## src/rtl/sw_scan_ctrl.sv

```systemverilog
`default_nettype none
// ============================================================================
// Module   : sw_scan_ctrl
// Brief    : Sequencer for the 2x2 device-select switch bank (11/12/21/22).
//            Walks enabled devices in order: close switch, settle, sample
//            handshake with the readout, open switch, guard gap.
//            Break-before-make: at most one switch output high per cycle.
// Options  : SW_SCAN_DEBOUNCE_EN - debounce the synchronized push-key for
//            DB_CYC stable cycles before its rising edge requests a scan.
// Revision : 1.0 - initial release
// ============================================================================
module sw_scan_ctrl #(
  parameter int unsigned SETTLE_CYC  = 8,
  parameter int unsigned GUARD_CYC   = 4,
  parameter int unsigned ACK_TIMEOUT = 256,
  parameter int unsigned CNT_W       = 16,
  parameter int unsigned DB_CYC      = 1000
) (
  input  logic       clk,
  input  logic       rst_n,
  input  logic       key_state,
  input  logic       start,
  input  logic [3:0] dev_mask,
  input  logic       sample_ack,
  output logic       device11,
  output logic       device12,
  output logic       device21,
  output logic       device22,
  output logic [1:0] dev_idx,
  output logic       sample_req,
  output logic       busy,
  output logic       done,
  output logic [3:0] timeout_err
);

  localparam logic [CNT_W-1:0] SETTLE_LAST = CNT_W'(SETTLE_CYC - 1);
  localparam logic [CNT_W-1:0] GUARD_LAST  = CNT_W'(GUARD_CYC - 1);
  localparam logic [CNT_W-1:0] ACK_LAST    = CNT_W'(ACK_TIMEOUT - 1);

  typedef enum logic [2:0] {
    ST_IDLE   = 3'd0,
    ST_SELECT = 3'd1,
    ST_SETTLE = 3'd2,
    ST_SAMPLE = 3'd3,
    ST_GUARD  = 3'd4,
    ST_DONE   = 3'd5
  } state_t;

  state_t           state;
  logic [CNT_W-1:0] cnt;
  logic [3:0]       pending;   // latched mask with visited devices removed
  logic [3:0]       sw;        // one-hot switch enables {22,21,12,11}
  logic             key_s1;
  logic             key_s2;
  logic             key_rise;
  logic             req;
  logic             found;
  logic [1:0]       next_idx;

  // Two-flop synchronizer for the asynchronous key level
  always_ff @(posedge clk or negedge rst_n) begin
    if (!rst_n) begin
      key_s1 <= 1'b0;
      key_s2 <= 1'b0;
    end else begin
      key_s1 <= key_state;
      key_s2 <= key_s1;
    end
  end

`ifdef SW_SCAN_DEBOUNCE_EN
  localparam int unsigned DB_W    = (DB_CYC > 1) ? $clog2(DB_CYC) : 1;
  localparam logic [DB_W-1:0] DB_LAST = DB_W'(DB_CYC - 1);

  logic [DB_W-1:0] db_cnt;
  logic            db_level;
  logic            db_prev;

  // Debounced level follows the key only after DB_CYC consecutive differing cycles
  always_ff @(posedge clk or negedge rst_n) begin
    if (!rst_n) begin
      db_cnt   <= '0;
      db_level <= 1'b0;
      db_prev  <= 1'b0;
    end else begin
      db_prev <= db_level;
      if (key_s2 == db_level) begin
        db_cnt <= '0;
      end else if (db_cnt == DB_LAST) begin
        db_level <= key_s2;
        db_cnt   <= '0;
      end else begin
        db_cnt <= db_cnt + 1'b1;
      end
    end
  end

  assign key_rise = db_level & ~db_prev;
`else
  logic key_prev;
  logic unused_db_cfg;

  // Previous synchronized key level for rising-edge detection
  always_ff @(posedge clk or negedge rst_n) begin
    if (!rst_n) key_prev <= 1'b0;
    else        key_prev <= key_s2;
  end

  assign key_rise      = key_s2 & ~key_prev;
  assign unused_db_cfg = (DB_CYC != 0);
`endif

  assign req = start | key_rise;

  // Lowest-index device still pending in this scan
  always_comb begin
    found    = 1'b0;
    next_idx = 2'd0;
    for (int i = 3; i >= 0; i--) begin
      if (pending[i]) begin
        found    = 1'b1;
        next_idx = 2'(i);
      end
    end
  end

  // Scan sequencer with registered outputs
  always_ff @(posedge clk or negedge rst_n) begin
    if (!rst_n) begin
      state       <= ST_IDLE;
      cnt         <= '0;
      pending     <= 4'b0;
      sw          <= 4'b0;
      dev_idx     <= 2'd0;
      sample_req  <= 1'b0;
      busy        <= 1'b0;
      done        <= 1'b0;
      timeout_err <= 4'b0;
    end else begin
      done <= 1'b0;
      case (state)
        ST_IDLE: begin
          if (req) begin
            pending     <= dev_mask;
            timeout_err <= 4'b0;
            busy        <= 1'b1;
            state       <= ST_SELECT;
          end
        end
        ST_SELECT: begin
          if (found) begin
            dev_idx           <= next_idx;
            pending[next_idx] <= 1'b0;
            sw                <= 4'b0001 << next_idx;
            cnt               <= '0;
            state             <= ST_SETTLE;
          end else begin
            state <= ST_DONE;
          end
        end
        ST_SETTLE: begin
          if (cnt == SETTLE_LAST) begin
            cnt        <= '0;
            sample_req <= 1'b1;
            state      <= ST_SAMPLE;
          end else begin
            cnt <= cnt + 1'b1;
          end
        end
        ST_SAMPLE: begin
          // Ack takes priority over a timeout expiring in the same cycle
          if (sample_ack || (cnt == ACK_LAST)) begin
            if (!sample_ack) timeout_err[dev_idx] <= 1'b1;
            sample_req <= 1'b0;
            sw         <= 4'b0;
            cnt        <= '0;
            state      <= ST_GUARD;
          end else begin
            cnt <= cnt + 1'b1;
          end
        end
        ST_GUARD: begin
          if (cnt == GUARD_LAST) begin
            cnt   <= '0;
            state <= ST_SELECT;
          end else begin
            cnt <= cnt + 1'b1;
          end
        end
        ST_DONE: begin
          done  <= 1'b1;
          busy  <= 1'b0;
          state <= ST_IDLE;
        end
        default: begin
          sw         <= 4'b0;
          sample_req <= 1'b0;
          busy       <= 1'b0;
          state      <= ST_IDLE;
        end
      endcase
    end
  end

  assign device11 = sw[0];
  assign device12 = sw[1];
  assign device21 = sw[2];
  assign device22 = sw[3];

endmodule
`default_nettype wire

```

## config.mk

```make
export PLATFORM = sky130hd
export DESIGN_NAME = sw_scan_ctrl
export DESIGN_NICKNAME = d
export VERILOG_FILES = /design/src/rtl/sw_scan_ctrl.sv
export SDC_FILE = /design/constraint.sdc
export NUM_CORES = 1
export LEC_CHECK = 0
export CORE_MARGIN = 4
export CORE_UTILIZATION = 35
export DETAILED_ROUTE_END_ITERATION = 6
export PLACE_DENSITY = 0.62
export SYNTH_ARGS = -nofsm -noshare
export SYNTH_HDL_FRONTEND = slang
export SYNTH_SLANG_ARGS = --single-unit
```

## constraint.sdc

```tcl
create_clock -name clk -period 2.6 [get_ports clk]
set_input_delay 0.52 -clock clk [delete_from_list [all_inputs] [get_ports clk]]
set_output_delay 0.52 -clock clk [all_outputs]
set_load 0.005 [all_outputs]
```

==> After elaboration in Yosys (flattened, before gate mapping) <==
Cells that the tools add are included.
Widths: inputs -> output; s select.
{ "totals": {"register_bits": 39, "input_bits": 9, "output_inout_bits": 13, "wordCells": 98} }
{ "op_classes": {"add_sub_neg": 1, "magnitude_cmp": 4, "n_eq_ne": 14, "n_shift": 1, "n_mux": 39, "bitwise_logic": 9, "n_reduce_logical": 18} }
{ "op_table": {"columns": ["cell", "n"], "rows": [
  ["$mux 16", 4],
  ["$pmux 16 s4", 1],
  ["$mux 4", 7],
  ["$add 16x1->16 const B", 1],
  ["$eq 16x2->1 const B", 1],
  ["$eq 16x3->1 const B", 1],
  ["$eq 16x8->1 const B", 1],
  ["$pmux 4 s2", 2],
  ["$mux 3", 5],
  ["$pmux 3 s5", 1],
  ["$ne 2x2->1 const B", 6],
  ["$pmux 4 s3", 1],
  ["$reduce_or 4->1", 3],
  ["$mux 1", 10],
  ["$reduce_and 3->1", 3],
  ["$mux 2", 4],
  ["$reduce_and 4->1", 2],
  ["$eq 3x2->1 const B", 2],
  ["$eq 3x3->1 const B", 2],
  ["$lt 2x3->1 const B", 2],
  ["$reduce_and 2->1", 3],
  ["$and 4x4->4", 1],
  ["$demux 1 s2", 2],
  ["$ge 2x1->1 const B", 2],
  ["14 further kinds", 19]
]} }

==> Longest topological paths before layout <==
{ "logic_depth": {"ltp_word": 12, "mapped_depth": 8, "ltp_nobuf": 6} }

==> Least setup slack after synthesis <==
OpenSTA, ideal clock, no wires.
{ "synth_path": {"path_type": "reg2reg", "start": "register cnt[0]", "end": "register cnt[2]", "setup_time_ps": 125, "arrival_ps": 1610, "required_time_ps": 2475, "path_slack_ps": 865, "stages_incl_launch_ff": 9, "path_buffers": 2, "synth_period_minus_slack_ps": 1735, "path_cell_list": "dfrtp_1 -> ha_1 -> and3_1 -> buf_2 -> nand4_1 -> o2bb2ai_2 -> nor3_4 -> buf_6 -> o22ai_1"} }
{ "synth_via": {"elab_chain_cells": 4, "elab_cells_between_ends": 9, "classes_between": "add/sub: 1; eq/ne: 3; mux: 4; reduce/logical: 1"} }
{ "synth_lines": {"columns": ["item", "line", "source"], "rows": [
  ["from (decl)", "50", "logic [CNT_W-1:0] cnt;"],
  ["from (signal assigned)", "167", "cnt <= cnt + 1'b1;"],
  ["from (signal assigned)", "179", "cnt <= cnt + 1'b1;"],
  ["from (signal assigned)", "187", "cnt <= cnt + 1'b1;"],
  ["branches (longest 3 deep; another with $add 16x1->16)", null, null],
  ["$pmux 16 s4 *", "141", "case (state)"]
]} }
Every way passes the cells marked *.
A chain may end at the register's enable or synchronous reset.

==> Final worst setup path <==
Same ends and word-level chain as after synthesis.

==> out/metrics.yaml <==
status: "finished, final reports clean"
ys_seq_elements: 39
clockBufferDepth: 2
relSlewSlack: 0.4130
vias_per_cell: 5.333
cts_hold_buf: 0
tightest_slew_ps: 880.4
synth-simple-area-share: 0.2628
worstSetupStartpointType: "register"
drive_gt1_frac: 0.09957
slowest_stage: "nor3_4"
dieArea_um2: 7152
avgSynthCellArea_um2: 9.771
power_density_nw_per_um2: 1058
antenna_found_initial: 0
dp_hpwl_um: 3011
n_antenna_cell: 0
syn-num-nets: 220
overflow: 0
firstDrtPassIters: 4
fin_tns_setup_ps: 0
gp_congestion: 0.7894
cp.arrival_ps: 2440
cts-root-buf: "clkbuf_8"
io_buffers: 21
synth_cells: 210
async_reset_ff_frac: 1.000
cts_setup_buffers: 0
peakVddDrop_v: 0.0003598
dieWidth_um: 84.57
final_cells: 303
clock_skew_ps: 8.262
yosysSeqAreaShare: 0.4756
dr_total_vias: 1616
syn_area_um2: 2052
core_area_um2: 5608
period_needed_ps: 2307
synth.mux.area_fraction: 0.03415
drt_iter0_markers: 172
synth_top_family_by_area: "simple AND/OR/NAND/NOR gates"
p_leak_nw: 1.018
clk_pin_slew_ps: 80
critPathMaxStageDelay_ps: 460
grt_max_degree: 40
clock_latency_ps: 290
post-route-util: 0.4293
gr-usage-all-layers: 0.1323
grt_pass1_vias: 1548
ys_types: 43
fin_total_pwr_mw: 2.547
synth_edf_count: 0
synth-main-ff-cell: "dfrtp_1"
grt_pass1_wl_um: 7693
cts_tree: "yes"
drv_slew: 0
post_cts_resized: 0
synthXorXnorAreaFrac: 0.008537
fin_crit_sh: 0.8872
htreeDepth: 2
maxCapViolCount: 0
hold_viol: 0
drc: 0
crit_required_ps: 2740
drt-wirelength-per-cell_um: 14.46
setup_viol: 0
rsz0062_at_grt: "no"
antenna_left: 0
rows: 27
dp.cells: 296
crit_chain: "ha_1 > and3_1 > nand4_1 > o2bb2ai_2 > nor3_4 > o22ai_1"
synth_compound_area_frac: 0.1701
crit_fanout: 13
wl_um: 4382
max_clock_freq_mhz: 433.5
hold_path.class: "input pin to async pin"
yosys_warnings: 0
die_y_um: 84.57
cts.sinks: 39
synthAdderAreaFrac: 0.006098
cts_made_buffers: 5
fin_nets: 241
initial_core_util: 0.3659
critPathKind: "register to register"
syn2layout_area_growth_pct: 17.32
num_io_pins: 22
endpoint_kind: "register"
## cells in the mapped netlist, types with 2 or more instances
library cell   n  area [µm²]
nor3_2         2       20.02
buf_6          3       33.78
a31oi_1        7       43.79
o31ai_1        2       15.01
a32o_1         2       20.02
nand2_1       17       63.81
a21o_1         2       15.01
and4_1         6       52.55
buf_2          4       20.02
nor2_1        22       82.58
xor2_1         2       17.52
nor3_1        15       75.07
o21ai_0       24       120.1
dfrtp_1       39       975.9
inv_1          5       18.77
nand2b_1       2       12.51
nand4_1        6       37.54
nor4_4         3       63.81
and3_1         5       31.28
mux2i_1        7       70.07
nand3_1        6       30.03
clkbuf_1       3       11.26
a21oi_1        6       30.03
## final cells by class
type                    count  area (µm²)
clock buffers               6       72.57
clock inverters             1       30.03
fillers                   546        3201
inverters                   6       22.52
multi-input cells         155       988.4
flip-flops and latches     39       975.9
well taps                  72       90.09
repair buffers             24       227.7
## power by group
group          switching (mW)  internal [mW]
combinational           0.619          0.485
clock                   0.202          0.281
sequential              0.195          0.766
total                    1.02           1.53
## critical path: cells and delay by family (launching register included)
kind,cells,cell delay [ps]
adders and majority gates,1,240
DFF,1,430
and+or+nand+nor,3,1030
AOI/OAI and AO/OA,2,440
## layer usage
metal | GRT usage | part of all wire | wire [µm] | vias up
li1 | - | - | - | 820
met1 | 0.1821 | 0.49 | 2147 | 760
met2 | 0.2057 | 0.47 | 2046 | 30
met3 | 0.03042 | 0.029 | 125 | 6
met4 | 0.04317 | 0.014 | 62 | 0
met5 | 0 | 0 | 0 | -
## final timing paths
path                       startpoint              to  slack, ps  cells after the start
setup / recovery               cnt[0]          cnt[2]        290                      6
setup reg to reg               cnt[0]          cnt[2]        290                      6
hold reg to reg                key_s1          key_s2        360                      0
max in group asynchronous       rst_n  timeout_err[0]       1700                      1
hold / removal                  rst_n         cnt[11]        350                      1
min in group clk               key_s1          key_s2        360                      0
## stage by stage
stage	area (µm²)	setup WS (ps)	hold slack, ps
global route	2407	119.8	376.6
finish	2407	293.2	346.9
CTS	2407	308.0	360.4
detailed placement	2305	380.7	347.2
global placement	2305	472.6	331.5
floorplan	2052	864.6	224.4
## cells in the final DEF (no fill, tap or decap), types with 2 or more instances in the layout
cell type	count
o21ai_0	24
and3_1	5
nand3_1	6
nand4_1	6
xor2_1	2
o31ai_1	2
nand2b_1	2
nor2_1	22
a31oi_1	7
dfrtp_1	39
nor3_1	15
a32o_1	2
nand2_1	17
and4_1	6
a21o_1	2
nor3_2	2
mux2i_1	7
a21oi_1	6
clkbuf_8	5
inv_1	5
buf_4	3
nor4_4	3
clkdlybuf4s50_1	20
## flip-flops by register name, indices dropped and copies added, names as in the netlist
name	cells
busy	1
cnt	16
dev_idx	2
done	1
key_prev	1
key_s1	1
key_s2	1
pending	4
sample_req	1
state	3
sw	4
timeout_err	4
## cells by family (layout without fill, tap and decap cells)
kind of cell / count (synthesis) / after routing
AOI/OAI and AO/OA: 53 / 53
xor gates and xnor gates: 2 / 2
adders and majority gates: 1 / 1
buffers and inverters: 16 / 37
DFF: 39 / 39
muxes: 7 / 7
and+or+nand+nor: 92 / 92
Power figures use the tool's default switching activity.
